===== src/rtl/rr_sched8_pkg.sv =====
// Shared types and constants for the 8-source round-robin scheduler.
// Holds the FSM state encoding and a one-hot helper used by the arbiter.
package rr_sched8_pkg;

   localparam int N_SRC = 8;
   localparam int IDX_W = 3;

   typedef enum logic {
      ST_IDLE  = 1'b0,
      ST_GRANT = 1'b1
   } state_e;

   function automatic logic [N_SRC-1:0] idx2onehot(input logic [IDX_W-1:0] idx);
      logic [N_SRC-1:0] oh;
      oh      = '0;
      oh[idx] = 1'b1;
      return oh;
   endfunction

endpackage


===== src/rtl/mux8x1.sv =====
// Plain 8:1 single-bit multiplexer driving the shared serial line.
// Inputs a..h correspond to sources 0..7, select is {x2,x1,x0}.
module mux8x1 (
   input  logic a,
   input  logic b,
   input  logic c,
   input  logic d,
   input  logic e,
   input  logic f,
   input  logic g,
   input  logic h,
   input  logic x0,
   input  logic x1,
   input  logic x2,
   output logic y
);

   always_comb begin
      y = 1'b0;
      case ({x2, x1, x0})
         3'd0:    y = a;
         3'd1:    y = b;
         3'd2:    y = c;
         3'd3:    y = d;
         3'd4:    y = e;
         3'd5:    y = f;
         3'd6:    y = g;
         default: y = h;
      endcase
   end

endmodule


===== src/rtl/rr_pick8.sv =====
// Rotating-priority search: first set request at or after ptr, wrapping 7->0.
// The current owner can be masked out so a preempt never re-picks it.
module rr_pick8
   import rr_sched8_pkg::*;
(
   input  logic [N_SRC-1:0] req,
   input  logic [IDX_W-1:0] ptr,
   input  logic             excl_en,
   input  logic [IDX_W-1:0] excl_idx,
   output logic             found,
   output logic [IDX_W-1:0] idx
);

   logic [N_SRC-1:0] cand;

   // Walk from farthest to nearest so the offset closest to ptr wins last.
   always_comb begin
      cand = req;
      if (excl_en) begin
         cand[excl_idx] = 1'b0;
      end
      found = 1'b0;
      idx   = ptr;
      for (int k = N_SRC - 1; k >= 0; k--) begin
         if (cand[ptr + IDX_W'(k)]) begin
            found = 1'b1;
            idx   = ptr + IDX_W'(k);
         end
      end
   end

endmodule


===== src/rtl/rr_sched8.sv =====
// Round-robin scheduler: fair, hold-bounded arbitration of 8 requesters
// onto one shared 8:1 bit-select path, with a registered one-hot grant.
module rr_sched8
   import rr_sched8_pkg::*;
#(
   parameter int MAX_HOLD = 8,
   parameter int HOLD_W   = 8
) (
   input  logic             clk,
   input  logic             reset,
   input  logic [N_SRC-1:0] req,
   input  logic [N_SRC-1:0] din,
   output logic [N_SRC-1:0] gnt,
   output logic [IDX_W-1:0] sel,
   output logic             busy,
   output logic             out
);

   localparam logic [HOLD_W-1:0] MaxHold = HOLD_W'(MAX_HOLD);

   state_e             state_q, state_d;
   logic [IDX_W-1:0]   ptr_q, ptr_d;
   logic [IDX_W-1:0]   sel_q, sel_d;
   logic [N_SRC-1:0]   gnt_q, gnt_d;
   logic [HOLD_W-1:0]  hold_q, hold_d;

   logic               pickFound;
   logic [IDX_W-1:0]   pickIdx;
   logic [IDX_W-1:0]   searchPtr;
   logic               inGrant;
   logic               muxY;

   // While granted, any hand-over searches from the slot after the owner,
   // which is exactly the pointer value the hand-over will commit.
   assign inGrant   = (state_q == ST_GRANT);
   assign searchPtr = inGrant ? (sel_q + 3'd1) : ptr_q;

   rr_pick8 u_pick (
      .req      (req),
      .ptr      (searchPtr),
      .excl_en  (inGrant),
      .excl_idx (sel_q),
      .found    (pickFound),
      .idx      (pickIdx)
   );

   always_comb begin
      state_d = state_q;
      ptr_d   = ptr_q;
      sel_d   = sel_q;
      gnt_d   = gnt_q;
      hold_d  = hold_q;
      case (state_q)
         ST_IDLE: begin
            if (pickFound) begin
               state_d = ST_GRANT;
               sel_d   = pickIdx;
               gnt_d   = idx2onehot(pickIdx);
               hold_d  = HOLD_W'(1);
            end
         end
         default: begin
            if (!req[sel_q] || ((hold_q == MaxHold) && |(req & ~gnt_q))) begin
               ptr_d = sel_q + 3'd1;
               if (pickFound) begin
                  sel_d  = pickIdx;
                  gnt_d  = idx2onehot(pickIdx);
                  hold_d = HOLD_W'(1);
               end else begin
                  state_d = ST_IDLE;
                  gnt_d   = '0;
                  hold_d  = '0;
               end
            end else if (hold_q < MaxHold) begin
               hold_d = hold_q + HOLD_W'(1);
            end
         end
      endcase
   end

   always_ff @(posedge clk or posedge reset) begin
      if (reset) begin
         state_q <= ST_IDLE;
         ptr_q   <= '0;
         sel_q   <= '0;
         gnt_q   <= '0;
         hold_q  <= '0;
      end else begin
         state_q <= state_d;
         ptr_q   <= ptr_d;
         sel_q   <= sel_d;
         gnt_q   <= gnt_d;
         hold_q  <= hold_d;
      end
   end

   mux8x1 u_mux (
      .a  (din[0]),
      .b  (din[1]),
      .c  (din[2]),
      .d  (din[3]),
      .e  (din[4]),
      .f  (din[5]),
      .g  (din[6]),
      .h  (din[7]),
      .x0 (sel_q[0]),
      .x1 (sel_q[1]),
      .x2 (sel_q[2]),
      .y  (muxY)
   );

   assign gnt  = gnt_q;
   assign sel  = sel_q;
   assign busy = inGrant;
   assign out  = inGrant & muxY;

endmodule


===== config.mk =====
export PLATFORM = sky130hd
export DESIGN_NAME = rr_sched8
export DESIGN_NICKNAME = d
export VERILOG_FILES = /design/src/rtl/rr_sched8_pkg.sv /design/src/rtl/mux8x1.sv /design/src/rtl/rr_pick8.sv /design/src/rtl/rr_sched8.sv
export SDC_FILE = /design/constraint.sdc
export NUM_CORES = 1
export LEC_CHECK = 0
export CAP_MARGIN = 0
export CORE_MARGIN = 2
export CORE_UTILIZATION = 40
export DETAILED_ROUTE_END_ITERATION = 12
export PLACE_DENSITY = 0.68
export SYNTH_ARGS = -nofsm -noshare
export SYNTH_HDL_FRONTEND = slang
export SYNTH_HIERARCHICAL = 1
export SYNTH_SLANG_ARGS = --single-unit

===== constraint.sdc =====
create_clock -name clk -period 6.9 [get_ports clk]
set_clock_uncertainty 0.05 [all_clocks]
set_input_delay 0.69 -clock clk [delete_from_list [all_inputs] [get_ports clk]]
set_output_delay 0.69 -clock clk [all_outputs]
set_load 0.05 [all_outputs]

==> impl_results.md <==
- Detailed Place HPWL: 4.77 mm
- Flop-to-flop setup slack: 1.79 ns
- Final nets: around 300
- Global-route wire length before repair: roughly 10 mm
- Post-synth design cell area: between 2000 and 2500 um2
- Commonest non-fill, non-tap cell in the layout: clkdlybuf4s50_1
- Vias: 2219
- # clock sinks: 23
- Setup CP Type: reg -> reg
- Cts repair resizes: 0
- CP endpoint kind: register
- Routed WL per cell: 17.9 um
- Share of cells above drive strength 1: 0.140
- Async SR Flop Fraction: 1.00
- Worst path top cell family by delay: simple AND/OR/NAND/NOR gates
- Hold Crit Start: hold_q[7]
- Minimum clock period: slightly above 5 ns
- Final setup viols: 0
- Slew headroom: 0.415
- Sequential area share after synthesis: 0.239
- RSZ-0062 raised after global routing: no
- Worst-path fanout max: 19
- Hold Path Stages: 1
- Cells after Synth: ~250
- I/O pins: 31
- Commonest non-fill, non-tap cells in the layout: clkdlybuf4s50_1 (30), inv_1 (23), dfrtp_1 (23)
- Fin. Hold Viols: 0
- Synth Area per Inst: between 9 and 10 um2
- Max-slew violation count: 0
- Global placement routability congestion: between 0.8 and 0.9
- Clk pin slew, worst setup/hold paths: about 0.090 ns
- Largest net degree at the start of global routing: 24
- Yosys warns: 6
- Core area: a little under 6000 um2
- Die Y: about 82 um
- Gr usage total: 0.197
- CTS tree: built
- Site Rows: 28
- Max-Cap Viols: 0
- Antenna-violating nets left: 0
- Critical Path AT: between 5 and 6 ns
- Initial DRC Count: about 240
- CP max-delay cell: ha_1
- Initial antenna violation count: 0
- CTS root buffer: clkbuf_8
- Critical path's largest stage delay: about 0.62 ns
- Critical path data required time: around 7.0 ns
- Hold-fix buffer count after cts: 0
- Die ar.: ~6700 um2
- Synthesized Nets: around 280
- Reg2reg end: gnt[2]
- Inserted Clock Buffers: 3
- Post-synth EDFFs: 0
- Seq cells post-synth: 23
- Kind of launch point of the worst setup path: register
- CP Cell Sequence: ha_1, mux2_1, clkinv_1, ha_1, inv_1, o32ai_1, nor3_1, nor3_2, a211oi_2, or4_1, nand4_1, nor3_1, a32o_1
- TNS Setup: 0 ns
- Die width: between 80 and 90 um
- Worst Path Buf+Inv: 2
- # DRC: 0
- Worst hold endpoint: hold_q[7]
- Worst reg-to-reg path cell count: 13
- Dominant synthesized flop cell: dfrtp_1
- Clk buf depth: 2
- Upper clock frequency limit: 0.196 GHz
- Worst-margin pin slew: about 0.88 ns
- Status: complete, no violations
- Layout area overhead: 16.9%
- Setup Buffers After CTS: 0
- Library cells used by synthesis: 70
- Worst min-delay path class: reg -> reg
- ANT cells: 0
- Filler Cells Inserted: roughly 550
- Vias in the first global route: approximately 2100
- Number of port buffers: 30
- Routed WL: roughly 6.3 mm
- Total grt overflow: 0
- Period utilisation layout: 0.741
- Reg-to-reg startpoint: sel[0]
- CTS H-tree lvls: 1
- Initial core utilization: 0.409
- Avg Vias per Cell: about 6.3
- Clock latency on the worst-skew pair: about 0.27 ns
- 1st-pass router iterations: 4
[per-stage QoR]
step                hold slack [ns]  setup slack [ns]  instance area, um2  utilization  std cells
CTS                           0.477              1.86                2820        0.479        354
finish                        0.470              1.79                2820        0.479        354
global route                  0.482              1.33                2820        0.479        354
detailed placement            0.452              1.88                2770        0.471        350
global placement              0.436              2.09                2770        0.471        350
floorplan                     0.424              2.60                2410            -        252
[logic make-up after synthesis]
family | Yosys count | synth area share
DFF | 23 | 0.239
buffers and inverters | 37 | 0.0665
muxes | 31 | 0.188
adders and majority gates | 5 | 0.0260
xor gates and xnor gates | 5 | 0.0182
and+or+nand+nor | 84 | 0.217
AOI/OAI and AO/OA | 67 | 0.246
[cell usage after synthesis (5+ instances only)]
cell | instances | area [um2]
inv_1 | 23 | 86.3
and2_1 | 7 | 43.8
mux2_2 | 6 | 67.6
nor3_1 | 8 | 40.0
o22ai_1 | 11 | 68.8
mux2i_1 | 10 | 100
mux4_2 | 7 | 158
nor2_1 | 8 | 30.0
nand2b_1 | 7 | 43.8
o32ai_1 | 8 | 70.1
ha_1 | 5 | 62.6
a21oi_1 | 6 | 30.0
a32o_1 | 9 | 90.1
dfrtp_1 | 23 | 576
nand2_1 | 19 | 71.3
[state kept, by name (all words and copies together), names as in the netlist]
register	flops
gnt	8
hold_q	8
ptr_q	3
sel	3
busy	1
[layer usage]
metal / wire length (um) / part of all wire / vias to the layer above / GRT usage
li1: - / - / 1047 / -
met1: 2940 / 0.47 / 1087 / 0.286
met2: 2860 / 0.45 / 76 / 0.308
met3: 445 / 0.070 / 9 / 0.0352
met4: 72 / 0.011 / 0 / 0.0367
met5: 0 / 0 / - / 0
[how the worst max path moves through the flow]
stage / startpoint / endpoint / slack (ns) / cells after the start
2_1_floorplan: sel[0] / gnt[6] / 2.60 / 14
5_1_grt: sel[0] / gnt[2] / 1.33 / 13
3_3_place_gp: sel[0] / gnt[6] / 2.09 / 13
6_report: sel[0] / gnt[2] / 1.79 / 13
4_1_cts: sel[0] / gnt[2] / 1.86 / 13
3_5_place_dp: sel[0] / gnt[2] / 1.88 / 13
[final cells by class]
class                      instances  area (um2)  share of cell area
tap                               75        93.8              0.0333
inverter                          28         108              0.0382
multi-input combinational        192        1680               0.596
sequential                        23         576               0.204
timing repair buffer              32         315               0.112
clock buffer                       3        41.3              0.0147
clock inverter                     1        5.00             0.00178
Power is not shown: default switching activity piles up to over one toggle a cycle in this logic, so the estimate is an artifact.
